<file path="src/rtl/wb_word_serializer.sv">
// Serializes 128-bit cache line writes into four 32-bit word write pulses for the memory monitor.
// Define WB_WORD_MASK_EN to add the mem_wmask port; clear mask bits skip their words.
module wb_word_serializer #(
  parameter int unsigned GAP   = 1,
  parameter int unsigned CNT_W = 16
) (
  input  logic             clk,
  input  logic             rst,
  input  logic             mem_write,
  input  logic [27:0]      mem_addr,
  input  logic [127:0]     mem_wdata,
`ifdef WB_WORD_MASK_EN
  input  logic [3:0]       mem_wmask,
`endif
  output logic             mem_ready,
  output logic [29:0]      addr,
  output logic [31:0]      data,
  output logic             wen,
  output logic [CNT_W-1:0] word_cnt
);

  // state  | meaning
  // S_IDLE | waiting for mem_write; the line buffer is loaded on accept
  // S_EMIT | wen pulse for word idx
  // S_GAP  | idle cycles after a pulse; gap counter runs down to zero
  // S_DONE | mem_ready pulse; mem_write is ignored here
  typedef enum logic [1:0] {S_IDLE, S_EMIT, S_GAP, S_DONE} state_t;

  localparam logic [3:0] GAP_LD = 4'(GAP);

  state_t           state_q, state_d;
  logic [1:0]       idx_q, idx_d;
  logic [3:0]       gap_q, gap_d;
  logic [27:0]      line_addr_q, line_addr_d;
  logic [127:0]     line_data_q, line_data_d;
  logic [3:0]       mask_q, mask_d;
  logic [3:0]       req_mask;
  logic [2:0]       nxt;
  logic             wen_q, wen_d;
  logic             ready_q, ready_d;
  logic [29:0]      addr_q, addr_d;
  logic [31:0]      data_q, data_d;
  logic [CNT_W-1:0] cnt_q, cnt_d;

`ifdef WB_WORD_MASK_EN
  assign req_mask = mem_wmask;
`else
  assign req_mask = 4'hF;
`endif

  // Lowest set mask bit at or above 'from'; bit 2 of the result flags "none left".
  function automatic logic [2:0] next_word(input logic [3:0] m, input logic [2:0] from);
    next_word = 3'b100;
    for (int i = 3; i >= 0; i--) begin
      if (m[i] && (3'(i) >= from)) next_word = {1'b0, 2'(i)};
    end
  endfunction

  always_comb begin
    state_d     = state_q;
    idx_d       = idx_q;
    gap_d       = gap_q;
    line_addr_d = line_addr_q;
    line_data_d = line_data_q;
    mask_d      = mask_q;
    nxt         = 3'b100;
    unique case (state_q)
      S_IDLE: begin
        if (mem_write) begin
          line_addr_d = mem_addr;
          line_data_d = mem_wdata;
          mask_d      = req_mask;
          nxt         = next_word(req_mask, 3'd0);
          if (nxt[2]) begin
            state_d = S_DONE;
          end else begin
            idx_d   = nxt[1:0];
            state_d = S_EMIT;
          end
        end
      end
      S_EMIT: begin
        gap_d   = GAP_LD;
        state_d = S_GAP;
      end
      S_GAP: begin
        if (gap_q <= 4'd1) begin
          gap_d = 4'd0;
          nxt   = next_word(mask_q, {1'b0, idx_q} + 3'd1);
          if (nxt[2]) begin
            state_d = S_DONE;
          end else begin
            idx_d   = nxt[1:0];
            state_d = S_EMIT;
          end
        end else begin
          gap_d = gap_q - 4'd1;
        end
      end
      S_DONE:  state_d = S_IDLE;
      default: state_d = S_IDLE;
    endcase
  end

  // Outputs are computed from the next state so they are registered yet line up with it.
  always_comb begin
    wen_d   = (state_d == S_EMIT);
    ready_d = (state_d == S_DONE);
    addr_d  = wen_d ? {line_addr_d, idx_d} : addr_q;
    data_d  = wen_d ? line_data_d[{idx_d, 5'd0} +: 32] : data_q;
    cnt_d   = (wen_d && !(&cnt_q)) ? cnt_q + {{(CNT_W-1){1'b0}}, 1'b1} : cnt_q;
  end

  always_ff @(posedge clk or posedge rst) begin
    if (rst) begin
      state_q     <= S_IDLE;
      idx_q       <= 2'd0;
      gap_q       <= 4'd0;
      line_addr_q <= 28'd0;
      line_data_q <= 128'd0;
      mask_q      <= 4'hF;
      wen_q       <= 1'b0;
      ready_q     <= 1'b0;
      addr_q      <= 30'd0;
      data_q      <= 32'd0;
      cnt_q       <= '0;
    end else begin
      state_q     <= state_d;
      idx_q       <= idx_d;
      gap_q       <= gap_d;
      line_addr_q <= line_addr_d;
      line_data_q <= line_data_d;
      mask_q      <= mask_d;
      wen_q       <= wen_d;
      ready_q     <= ready_d;
      addr_q      <= addr_d;
      data_q      <= data_d;
      cnt_q       <= cnt_d;
    end
  end

  assign mem_ready = ready_q;
  assign addr      = addr_q;
  assign data      = data_q;
  assign wen       = wen_q;
  assign word_cnt  = cnt_q;

endmodule

</file>
<file path="config.mk">
export PLATFORM = sky130hd
export DESIGN_NAME = wb_word_serializer
export DESIGN_NICKNAME = d
export VERILOG_FILES = /design/src/rtl/wb_word_serializer.sv
export SDC_FILE = /design/constraint.sdc
export NUM_CORES = 1
export LEC_CHECK = 0
export CORE_MARGIN = 4
export CORE_UTILIZATION = 30
export CTS_BUF_LIST = sky130_fd_sc_hd__clkbuf_4
export CTS_CLUSTER_SIZE = 20
export DETAILED_ROUTE_END_ITERATION = 7
export PLACE_DENSITY = 0.61
export SLEW_MARGIN = 30
export SYNTH_ARGS = -nofsm -noshare
export SYNTH_HDL_FRONTEND = slang
export SYNTH_SLANG_ARGS = --single-unit
</file>
<file path="constraint.sdc">
create_clock -name clk -period 10.73 [get_ports clk]
set_clock_uncertainty 0.15 [all_clocks]
set_input_delay 2.146 -clock clk [delete_from_list [all_inputs] [get_ports clk]]
set_output_delay 2.146 -clock clk [all_outputs]
set_load 0.02 [all_outputs]
</file>
==> flow_summary.toml <==
[setup_path]
worst_setup_path_start_kind = "input pin"
path_max_fanout = 45
arrival_ps = 4960
crit_type = "in -> reg"
worstSetupEndpointType = "register"
crit_required_ps = 11110

[pwr]
p_comb_frac = 0.472
power.density_mw_per_mm2 = 317.1
leakage_nw = 6.019
swShare = 0.3830
p_int_mw = 2.778
p_sw_mw = 1.724
clkPwrFrac = 0.188
power.total_mw = 4.502
peakVddDrop_v = 0.0001309
pwr-share-seq = 0.340

[die]
fp.dieH_microns = 195.6
io_pins = 239
rows = 68
initial_utilization = 0.3050
core_area_sq_mm = 0.03463
die_width_microns = 195.6
die_area_sq_mm = 0.03827

[clocking]
cts_tree = "yes"
cts-htree-levels = 3
root_buffer = "clkbuf_4"
cts_sinks = 244
post_cts_resized = 0
worstSkewPairLatency_ps = 690
post_cts.repair.setup_buffers = 0
path_clk_slew_ps = 60
max-clock-path-buffers = 3
cts_hold_buf = 0
cts_buffers = 69

[placed_design]
hpwl_microns = 18620
dpl_cell_area_sq_mm = 0.01332
globalplace.congestion = 0.7425
place.port_buffers = 238

[timing]
post-route-min-period_ps = 4574
relSlewSlack = 0.3760
rsz0062_at_grt = "false"
hold_viol_final = 0
tightestPinTransition_ps = 936.0
setup_violations = 0
setup_tns_ps = 0
whs_ps = 331.1
fmax_mhz = 218.6
drv_slew = 0
post-route-period-util = 0.4262

[grt]
grt_antenna_before_repair = 3
grt_pass1_wl_microns = 45490
groute.usage.overall = 0.1492
met3_usage = 0.05642
busiest_layer = "met2"
grt_pass1_vias = 8106
use_met1 = 0.1809
grt_max_degree = 119
met2_usage = 0.2422
grt-ovfl-total = 0

[routing]
vias = 7511
drc = 0
drt-initial-drc-count = 298
wirelength_microns = 28840
vias_per_cell = 4.806
drtAntennaViolNets = 0
wire_per_inst_microns = 18.45
first_pass_iters = 4

[logic_synthesis]
postSynthAreaPerCell_sq_um = 13.35
synth_nets = 955
synthDistinctLibCells = 57
synth-edff-count = 0
synthCells = 791
synth_top_flop_cell = "dfrtp_1"
yosysSeqAreaShare = 0.5781
synth_seq_cells = 244
yosysWarnings = 0
synth_area_sq_mm = 0.01056
async_flop_share = 1.000

[flow_run]
maxCapViolations = 0

[layout]
layout_common_cells = "244 x dfrtp_1, 238 x clkdlybuf4s50_1, 156 x mux2_2"
fin_util = 0.4100
syn_to_final_growth_pct = 34.44
nets = 1218
drive_above_1_share = 0.2790
layout_commonest_cell = "dfrtp_1"
final_area_sq_mm = 0.01420

[hold_path]
hold_path.class = "reg -> reg"

[status]
outcome = "finished, final reports clean"
[kinds of logic after synthesis]
| group | share of synthesized area |
|---|---|
| compound gates | 0.1213 |
| xor+xnor | 0.01161 |
| fa+ha+maj | 0.005923 |
| buf+inv | 0.03199 |
| flops | 0.5781 |
| mux | 0.1994 |
| simple gates | 0.05165 |
[per-stage QoR]
stage | cells | worst slack, ps
2_1_floorplan | 791 | 1732
3_3_place_gp | 1438 | 5257
3_5_place_dp | 1438 | 5170
4_1_cts | 1559 | 5918
5_1_grt | 1563 | 6040
6_report | 1563 | 6156
[metal layers]
metal	share of wire	wire length, microns
met5	0	0
met4	0.020	574
met3	0.078	2254
met2	0.48	13800
met1	0.42	12210
[synth_stat cells, types with 2 or more instances]
library cell / number / area [sq um]
a21oi_1: 18 / 90.09
o211ai_1: 21 / 157.7
dfrtp_1: 244 / 6106
a21o_1: 31 / 232.7
nand2b_1: 18 / 112.6
xor2_1: 14 / 122.6
o21ai_0: 36 / 180.2
ha_1: 5 / 62.56
mux2_1: 31 / 349.1
nor4_2: 7 / 87.58
inv_1: 9 / 33.78
nand2_1: 12 / 45.04
and3_1: 2 / 12.51
nor4_1: 5 / 31.28
buf_2: 21 / 105.1
o22ai_1: 18 / 112.6
nor3_1: 6 / 30.03
clkbuf_1: 21 / 78.83
nand4_1: 4 / 25.02
buf_4: 5 / 37.54
nor2b_1: 2 / 12.51
o21ai_1: 11 / 55.05
o211ai_2: 9 / 112.6
nor2_1: 8 / 30.03
buf_6: 3 / 33.78
inv_2: 2 / 7.510
nand3_1: 7 / 35.03
a31oi_1: 17 / 106.4
mux2_2: 156 / 1757
buf_1: 3 / 11.26
o31ai_1: 17 / 127.6
and2_1: 2 / 12.51
or2_1: 2 / 12.51
[cell type report]
class / instances / area, sq um
Antenna cell: 4 / 10.01
Clock buffer: 108 / 810.8
Clock inverter: 13 / 53.80
Fill cell: 3354 / 20430
Inverter: 13 / 63.81
Multi-Input combinational cell: 480 / 4135
Sequential cell: 244 / 6106
Tap cell: 455 / 569.3
Timing Repair Buffer: 246 / 2450
[critical path: stages]
cell and delay (ps):
clkdlybuf4s50_1 620, o21ai_0 120, o31a_2 130, buf_4 290, inv_2 390, nand2_4 260
inv_4 540, mux2_1 380
[power groups by stage]
stage | registers, mW | logic [mW] | clock network, mW
CTS | 1.54 | 2.17 | 0.892
global placement | 1.54 | 2.12 | 0
global route | 1.58 | 2.33 | 0.943
detailed placement | 1.55 | 2.16 | 0
floorplan | 1.66 | 1.36 | 0
finish | 1.53 | 2.12 | 0.848
[flip-flops by register name, indices dropped and copies added, names as in the netlist]
name,flops
line_data_q,128
data,32
addr,30
line_addr_q,28
word_cnt,16
gap_q,4
idx_q,2
state_q,2
mem_ready,1
wen,1
[path summary, 6_finish.rpt]
path	start	depth (start not counted)	slack [ps]	endpoint
hold reg to reg	addr[20]	1	330	addr[20]
setup reg to reg	state_q[0]	9	6980	addr[25]
hold / removal	addr[20]	1	330	addr[20]
min in group asynchronous	rst	2	1900	line_addr_q[12]
setup / recovery	mem_write	8	6160	addr[25]
max in group asynchronous	rst	3	7220	addr[5]
Power figures use the tool's default switching activity.
